===== src/rtl/instr_bus_router.sv =====
`default_nettype none
// ============================================================================
// Module      : instr_bus_router
// Description : Instruction-bus router between one core fetch port and
//               N_SLAVES memory slaves. Requests are decoded by base/mask and
//               forwarded to the lowest-index matching slave. Accepted fetch
//               IDs are kept in an in-order FIFO (MAX_OUTST deep), and
//               responses are steered back from the slave at the FIFO head.
//               Optional decode-error responses are enabled by the macro
//               INSTR_BUS_ROUTER_DECERR_EN.
// Revision    : 1.0 - initial release
// ============================================================================
module instr_bus_router #(
    parameter int N_SLAVES  = 2,
    parameter int ADDR_W    = 32,
    parameter int DATA_W    = 32,
    parameter int MAX_OUTST = 2,
    parameter logic [N_SLAVES-1:0][ADDR_W-1:0] SLAVE_BASE = {32'h0001_0000, 32'h0000_0000},
    parameter logic [N_SLAVES-1:0][ADDR_W-1:0] SLAVE_MASK = {32'hFFFF_0000, 32'hFFFF_F000},
    parameter logic [DATA_W-1:0] ERR_RDATA = '0
) (
    input  logic                             clk,
    input  logic                             rst_n,
    input  logic                             core_req,
    input  logic [ADDR_W-1:0]                core_addr,
    output logic                             core_gnt,
    output logic                             core_rvalid,
    output logic [DATA_W-1:0]                core_rdata,
    output logic                             core_rerr,
    output logic [N_SLAVES-1:0]              s_req,
    output logic [N_SLAVES*ADDR_W-1:0]       s_addr,
    input  logic [N_SLAVES-1:0]              s_gnt,
    input  logic [N_SLAVES-1:0]              s_rvalid,
    input  logic [N_SLAVES*DATA_W-1:0]       s_rdata,
    output logic [$clog2(MAX_OUTST+1)-1:0]   pending_cnt,
    output logic                             proto_err
);

    // ID N_SLAVES is reserved for decode-error entries.
    localparam int c_id_w  = $clog2(N_SLAVES + 1);
    localparam int c_ptr_w = (MAX_OUTST > 1) ? $clog2(MAX_OUTST) : 1;
    localparam int c_cnt_w = $clog2(MAX_OUTST + 1);
    localparam logic [c_id_w-1:0]  c_err_id   = c_id_w'(N_SLAVES);
    localparam logic [c_ptr_w-1:0] c_last_ptr = c_ptr_w'(MAX_OUTST - 1);
    localparam logic [c_cnt_w-1:0] c_max_cnt  = c_cnt_w'(MAX_OUTST);

    // FIFO state
    logic [c_id_w-1:0]  r_fifo [MAX_OUTST];
    logic [c_ptr_w-1:0] r_wr_ptr;
    logic [c_ptr_w-1:0] r_rd_ptr;
    logic [c_cnt_w-1:0] r_cnt;
    logic               r_proto_err;

    // Decode / steering wires
    logic [N_SLAVES-1:0] w_hit;
    logic [N_SLAVES-1:0] w_sel_oh;
    logic [c_id_w-1:0]   w_sel_id;
    logic                w_miss;
    logic                w_empty;
    logic [c_id_w-1:0]   w_head_id;
    logic [N_SLAVES-1:0] w_head_oh;
    logic                w_rvalid;
    logic [DATA_W-1:0]   w_rdata;
    logic                w_rerr;
    logic                w_pop;
    logic                w_can_push;
    logic                w_gnt;
    logic                w_accept;
    logic [c_id_w-1:0]   w_push_id;

    // Address match per slave region
    generate
        for (genvar gi = 0; gi < N_SLAVES; gi++) begin : g_decode
            assign w_hit[gi] = ((core_addr & SLAVE_MASK[gi]) == SLAVE_BASE[gi]);
        end
    endgenerate

    // Lowest matching index wins; no match is a miss
    always_comb begin
        w_sel_oh = '0;
        w_sel_id = '0;
        w_miss   = 1'b1;
        for (int i = N_SLAVES - 1; i >= 0; i--) begin
            if (w_hit[i]) begin
                w_sel_oh = '0;
                w_sel_oh[i] = 1'b1;
                w_sel_id = c_id_w'(i);
                w_miss   = 1'b0;
            end
        end
    end

    assign w_empty   = (r_cnt == '0);
    assign w_head_id = r_fifo[r_rd_ptr];

    // One-hot of the slave whose response is currently expected (none when empty)
    always_comb begin
        w_head_oh = '0;
        for (int i = 0; i < N_SLAVES; i++) begin
            w_head_oh[i] = !w_empty && (w_head_id == c_id_w'(i));
        end
    end

    // Response steering from the FIFO head
    always_comb begin
        w_rvalid = 1'b0;
        w_rdata  = '0;
        w_rerr   = 1'b0;
        for (int i = 0; i < N_SLAVES; i++) begin
            if (w_head_oh[i]) begin
                w_rvalid = s_rvalid[i];
                w_rdata  = s_rdata[i*DATA_W +: DATA_W];
            end
        end
`ifdef INSTR_BUS_ROUTER_DECERR_EN
        // A decode-error entry answers itself as soon as it reaches the head.
        if (!w_empty && (w_head_id == c_err_id)) begin
            w_rvalid = 1'b1;
            w_rdata  = ERR_RDATA;
            w_rerr   = 1'b1;
        end
`endif
    end

    assign w_pop      = w_rvalid;
    // A full FIFO still accepts when the head is retiring in the same cycle.
    assign w_can_push = (r_cnt < c_max_cnt) | w_pop;

    // Grant is combinational from the selected slave; held low during reset
    always_comb begin
        w_gnt = 1'b0;
        if (rst_n) begin
            if (!w_miss) begin
                w_gnt = |(s_gnt & w_sel_oh) & w_can_push;
            end
`ifdef INSTR_BUS_ROUTER_DECERR_EN
            else begin
                w_gnt = w_can_push;
            end
`endif
        end
    end

    assign w_accept  = core_req & w_gnt;
    assign w_push_id = w_miss ? c_err_id : w_sel_id;

    // Per-slave request/address forwarding; unselected slaves see zeros
    generate
        for (genvar gs = 0; gs < N_SLAVES; gs++) begin : g_fwd
            assign s_req[gs] = rst_n & w_sel_oh[gs] & core_req & w_can_push;
            assign s_addr[gs*ADDR_W +: ADDR_W] = (rst_n && w_sel_oh[gs]) ? core_addr : '0;
        end
    endgenerate

    // FIFO pointers and occupancy count
    always_ff @(posedge clk or negedge rst_n) begin
        if (!rst_n) begin
            r_wr_ptr <= '0;
            r_rd_ptr <= '0;
            r_cnt    <= '0;
        end else begin
            if (w_accept) begin
                r_wr_ptr <= (r_wr_ptr == c_last_ptr) ? '0 : r_wr_ptr + 1'b1;
            end
            if (w_pop) begin
                r_rd_ptr <= (r_rd_ptr == c_last_ptr) ? '0 : r_rd_ptr + 1'b1;
            end
            if (w_accept && !w_pop) begin
                r_cnt <= r_cnt + 1'b1;
            end else if (!w_accept && w_pop) begin
                r_cnt <= r_cnt - 1'b1;
            end
        end
    end

    // FIFO storage: entries are only meaningful between push and pop, no reset needed
    always_ff @(posedge clk) begin
        if (w_accept) begin
            r_fifo[r_wr_ptr] <= w_push_id;
        end
    end

    // Flag any response that does not come from the expected head slave
    always_ff @(posedge clk or negedge rst_n) begin
        if (!rst_n) begin
            r_proto_err <= 1'b0;
        end else begin
            r_proto_err <= |(s_rvalid & ~w_head_oh);
        end
    end

`ifndef INSTR_BUS_ROUTER_DECERR_EN
    // Warn when the core keeps requesting an unmapped address (it will stall)
    always @(negedge clk) begin
        if (rst_n) begin
            assert (!(core_req && w_miss))
                else $warning("instr_bus_router: core_req held on unmapped address %h", core_addr);
        end
    end
`endif

    assign core_gnt    = w_gnt;
    assign core_rvalid = w_rvalid;
    assign core_rdata  = w_rdata;
    assign core_rerr   = w_rerr;
    assign pending_cnt = r_cnt;
    assign proto_err   = r_proto_err;

endmodule
`default_nettype wire

===== config.mk =====
export PLATFORM = sky130hd
export DESIGN_NAME = instr_bus_router
export DESIGN_NICKNAME = d
export VERILOG_FILES = /design/src/rtl/instr_bus_router.sv
export SDC_FILE = /design/constraint.sdc
export NUM_CORES = 1
export LEC_CHECK = 0
export ABC_AREA = 1
export CAP_MARGIN = 15
export CORE_ASPECT_RATIO = 0.75
export CORE_MARGIN = 1
export CORE_UTILIZATION = 25
export CTS_CLUSTER_DIAMETER = 150
export CTS_CLUSTER_SIZE = 25
export DETAILED_ROUTE_END_ITERATION = 12
export PLACE_DENSITY = 0.93
export SLEW_MARGIN = 10
export SYNTH_ARGS = -nofsm -noshare
export SYNTH_HDL_FRONTEND = slang
export SYNTH_SLANG_ARGS = --single-unit
export TNS_END_PERCENT = 10

===== constraint.sdc =====
create_clock -name clk -period 2.3 [get_ports clk]
set_input_delay 0.46 -clock clk [delete_from_list [all_inputs] [get_ports clk]]
set_output_delay 0.46 -clock clk [all_outputs]
set_load 0.02 [all_outputs]

Yosys cells after proc, flatten, opt, wreduce, memory -nomap -nowiden
Memories as Yosys holds them, arrays and structs flattened.
Index checks and enable logic that the tools add are counted.
{"block": "totals", "inputBits": 103, "mem_bits_rw": 4, "mem_count": 1, "out_inout_bits": 104, "register_bits": 5, "word_cells": 60}
{"block": "classes", "n_eq_ne": 2, "bitwise_logic": 12, "muxes": 21, "n_lt_le_gt_ge": 1, "reduce_logical": 15, "addsub": 4}
{"memory": "r_fifo", "words": 2, "width": 2, "read_ports": 1, "rd_clocked_by_memory_dff": 0, "write_ports": 1, "line_no": "48", "rtl": "logic [c_id_w-1:0] r_fifo [MAX_OUTST];"}
{"op": "two-way mux 32 bit", "n": 4}
{"op": "zero test 32 bit", "n": 1}
{"op": "equality test 16 x 1 -> 1 bit (second input constant)", "n": 1}
{"op": "two-way mux 1 bit", "n": 12}
{"op": "two-way mux 2 bit", "n": 5}
{"op": "bitwise AND 1 bit", "n": 8}
{"op": "logical AND 1 bit", "n": 6}
{"op": "bitwise AND 2 bit", "n": 2}
{"op": "zero test 2 bit", "n": 2}
{"op": "OR reduction 2 bit", "n": 2}
{"op": "zero test 1 bit", "n": 3}
{"op": "adder 1 bit (second input constant)", "n": 2}
{"op": "adder 2 x 1 -> 2 bit (second input constant)", "n": 1}
{"op": "equality test 2 x 1 -> 1 bit (second input constant)", "n": 1}
{"op": "< comparator 2 bit (second input constant)", "n": 1}
{"op": "NOT 2 bit", "n": 1}
{"op": "nonzero test 2 bit", "n": 1}
{"op": "subtractor 2 x 1 -> 2 bit (second input constant)", "n": 1}
{"op": "bitwise OR 1 bit", "n": 1}

Depth between registers and ports, before layout
{"block": "logic_depth", "depth_word": 14, "mapped_depth": 13, "ltp_nobuf": 13}

Worst setup path before layout
Ideal clock, no wire load.
{"block": "synth_path", "kind": "in2out", "startpoint": "input port core_addr[31]", "endpoint": "output port s_req[1]", "setup_slack_ns": 0.123, "path_stages": 7, "required_time_ns": 1.840, "t_arrival_ns": 1.717, "n_path_buf": 0, "path_cell_list": "nor2_1 > nand2_1 > nor2_4 > nand2_2 > nor2_2 > inv_2 > nor3_1"}
{"block": "synth_between", "elab_chain_cells": 6, "elab_cells_between_ends": 7, "classes_between": "eq/ne: 1; mux: 2; bitwise: 3; reduce/logical: 1"}
{"element": "from (decl)", "line_no": "25", "rtl": "input logic [ADDR_W-1:0] core_addr,"}
{"element": "equality test 16 x 1 -> 1 bit", "line_no": "74", "rtl": "assign w_hit[gi] = ((core_addr & SLAVE_MASK[gi]) == SLAVE_BASE[gi]);"}
{"element": "two-way mux 2 bit", "line_no": "84", "rtl": "if (w_hit[i]) begin"}
{"element": "two-way mux 2 bit *", "line_no": "84"}
{"element": "bitwise AND 1 bit * (3 in a row)", "line_no": "150", "rtl": "assign s_req[gs] = rst_n & w_sel_oh[gs] & core_req & w_can_push;"}
{"element": "to (decl)", "line_no": "30", "rtl": "output logic [N_SLAVES-1:0] s_req,"}
Mark *: on every way between the ends. The rest lies on a longest branch, timed or not.

Worst setup path in the final report
{"block": "layout_path", "startpoint": "input port core_addr[17]", "endpoint": "output port core_gnt"}
{"block": "layout_between", "elab_chain_cells": 8, "elab_cells_between_ends": 11, "classes_between": "eq/ne: 1; mux: 6; bitwise: 2; reduce/logical: 2"}
{"element": "equality test 16 x 1 -> 1 bit", "line_no": "74"}
{"element": "two-way mux 2 bit (2 in a row)", "line_no": "84"}
{"element": "bitwise AND 2 bit", "line_no": "134", "rtl": "w_gnt = |(s_gnt & w_sel_oh) & w_can_push;"}
{"element": "OR reduction 2 bit", "line_no": "134"}
{"element": "bitwise AND 1 bit", "line_no": "134"}
{"element": "two-way mux 1 bit *", "line_no": "133", "rtl": "if (!w_miss) begin"}
{"element": "two-way mux 1 bit *", "line_no": "132", "rtl": "if (rst_n) begin"}
{"element": "to (decl)", "line_no": "26", "rtl": "output logic core_gnt,"}
Marked as above.

==> impl_metrics.json <==
{
  "outcome": "finished, final reports clean",
  "grt_usage_pct": 19.7,
  "synth_edf_count": 4,
  "start_util_pct": 26.7,
  "drv_slew": 0,
  "power.switching_mw": 1.27,
  "crit_path_max_fanout": 2,
  "clock_power_share_pct": 7.2,
  "endpoint_kind": "primary output",
  "fp.dieW_um": 90.4,
  "fp.dieArea_mm2": 0.00617,
  "postPlaceCellArea_mm2": 0.00321,
  "fin_ws_ps": 0.717,
  "viasPerCell": 4.26,
  "cp_data_arrival_time_ps": 1840,
  "setup_violations": 0,
  "seqPwrFrac_pct": 9.1,
  "yosys_warnings": 0,
  "syn_to_final_growth_pct": 119,
  "numCtsBuffers": 3,
  "first_pass_iters": 4,
  "combPwrFrac_pct": 83.7,
  "antenna_found_initial": 0,
  "total_power_mw": 2.48,
  "htreeDepth": 1,
  "ioPinCount": 207,
  "synth_cells": 211,
  "whs_endpoint": "pending_cnt[0]$_DFFE_PN0P_",
  "nNetsFinal": 515,
  "rsz0062_at_grt": "yes",
  "detail_route.iter0.violations": 47,
  "grt.met2_usage_pct": 39.8,
  "fillers": 520,
  "vias": 2066,
  "synth.top_cell.area_share_pct": 19.1,
  "finalCritPeriodShare_pct": 100,
  "worstSkewPairLatency_ps": 230,
  "die_h_um": 68.3,
  "clock_skew_ps": 2.08,
  "synth.distinct_cells": 26,
  "synth_flop_cell": "dfrtp_1",
  "r2r-end": "pending_cnt[1]$_DFFE_PN0P_",
  "wirelength_um": 6580,
  "finish.instance_area_mm2": 0.00321,
  "syn_area_mm2": 0.00147,
  "grt-busiest-layer": "met2",
  "vdd_drop_max_mv": 0.630,
  "reg2reg_from": "r_rd_ptr$_DFFE_PN0P_",
  "dp_hpwl_um": 5160,
  "grt_first_pass_wirelength_um": 9600,
  "grt_pass1_vias": 1978,
  "hold_violations": 0,
  "antenna_cells": 0,
  "cp.required_ps": 1840,
  "dp_slack_ps": -589,
  "met1_usage_pct": 20.7,
  "ff2ff_setup_slack_ps": 280,
  "hold_path_class": "flop to flop",
  "swShare_pct": 51.3,
  "remaining_drc_errors": 0,
  "synthArstFlopShare_pct": 55.6,
  "p_int_mw": 1.21,
  "core-area_mm2": 0.00550,
  "worstRegToRegCells": 12,
  "ys_seq_elements": 9,
  "start_kind": "input pin",
  "drtAntennaViolNets": 0,
  "powerDensity_mw_per_mm2": 773,
  "critical_path_class": "input pin to primary output",
  "period_needed_ps": 2300,
  "port_buffers": 170,
  "hold_ws_ps": 562,
  "clk_pin_slew_ps": 40,
  "use_met3_pct": 3.67,
  "cts_sinks": 9,
  "yosysTopAreaCell": "a22o_1",
  "syn_area_per_cell_um2": 6.94,
  "worstHoldStart": "pending_cnt[0]$_DFFE_PN0P_",
  "drive_gt1_share_pct": 33.7,
  "root_buffer": "clkbuf_8",
  "whs_path_depth": 2,
  "cts_tree": "yes",
  "grt-ovfl-total": 0,
  "seq_area_frac_synth_pct": 16.7,
  "gp_congestion": 0.853,
  "grt_start_max_net_pins": 34,
  "max_clock_freq_mhz": 435,
  "ctsLongestPathBuffers": 2,
  "synth_area_leaders": "a22o_1 (19%), buf_4 (18%), nor2_1 (12%)",
  "p_leak_nw": 1.69,
  "drt-wirelength-per-cell_um": 13.6,
  "drv_cap": 0,
  "row_count": 23
}
## placed cells by master (no fill, tap or decap), types with 6 or more instances in the layout
| master | count |
|---|---|
| a22o_1 | 32 |
| buf_2 | 7 |
| buf_4 | 40 |
| buf_6 | 6 |
| clkbuf_2 | 40 |
| clkdlybuf4s50_1 | 85 |
| conb_1 | 36 |
| dlygate4sd2_1 | 17 |
| inv_1 | 29 |
| nand2_1 | 11 |
| nand2_2 | 8 |
| nand4_1 | 6 |
| nor2_1 | 31 |
| nor2_2 | 13 |
| nor2_4 | 8 |
## synthesized netlist by cell type (all sizes together), types with 2 or more instances
library cell	n
edfxtp	4
inv	33
nand2	19
a22o	32
nand3	4
nand4	6
nor3	2
nor2	52
buf	44
xor2	2
dfrtp	5
## per-stage QoR
| stage | setup TNS, ps | utilization, % | cells |
|---|---|---|---|
| 2_1_floorplan | 0 | - | 246 |
| 3_3_place_gp | -14160 | 58.4 | 465 |
| 3_5_place_dp | -17880 | 58.4 | 465 |
| 4_1_cts | 0 | 61.6 | 485 |
| 5_1_grt | -273 | 58.3 | 485 |
| 6_report | 0 | 58.3 | 485 |
## layer usage
layer / wire (µm) / vias to the layer above
met1: 2380 / 933
met4: 171 / 0
met5: 0 / -
met3: 386 / 20
met2: 3640 / 99
li1: - / 1014
## flip-flops by register name, indices dropped and copies added (netlist names)
name,cells
pending_cnt,2
proto_err,1
r_fifo,4
r_rd_ptr,1
r_wr_ptr,1
## final cells by class
type	instances	area, µm²	area share [%]
clock buffers	4	45.0	1.40
inverters	34	131	4.10
multi-input cells	159	951	29.7
flip-flops and latches	9	245	7.65
well taps	75	93.8	2.93
repair buffers	204	1740	54.3
## worst max-delay path by stage
stage / from / end / slack [ps] / cells after the start
CTS: r_rd_ptr$_DFFE_PN0P_ / core_rdata[19] / 0.9 / 9
detailed placement: core_addr[19] / s_addr[38] / -590 / 10
global route: r_rd_ptr$_DFFE_PN0P_ / core_rdata[14] / -80 / 9
floorplan: core_addr[31] / s_req[1] / 120 / 7
global placement: core_addr[19] / s_addr[38] / -530 / 10
finish: core_addr[17] / core_gnt / 0.7 / 12
## power groups by stage
stage	Combinational, mW	Clock, mW	Sequential, mW
global route	2.22	0.198	0.228
floorplan	1.37	0	0.259
detailed placement	2.37	0	0.229
CTS	2.14	0.184	0.226
finish	2.08	0.179	0.225
global placement	2.33	0	0.225
## critical path, stage by stage
cell,delay (ps)
dlygate4sd2_1,270
nor2_2,160
nand2_1,80
nor2_2,120
buf_4,130
nand3_1,80
nand2_2,100
nand2_2,80
clkinv_2,60
nand2_1,40
nor2_1,110
buf_4,150
## logic make-up (layout without fill, tap and decap cells)
group / after synthesis / in the layout / synth area share [%]
buffers and inverters: 78 / 242 / 32.9
DFF: 9 / 9 / 16.7
AOI/OAI and AO/OA: 35 / 35 / 20.2
xor gates and xnor gates: 3 / 3 / 1.79
adders and majority gates: 1 / 1 / 0.854
other: 1 / 36 / 0.256
and+or+nand+nor: 84 / 84 / 27.2
## repair_timing
action,4_1_cts,5_1_grt
hold endpoints to repair,0,0
endpoints found under the setup margin,65,62
hold buffers,0,0
gates cloned,2,0
pin swaps,23,8
gates resized for setup,165,119
buffers inserted,14,0
Power figures use the tool's default switching activity.
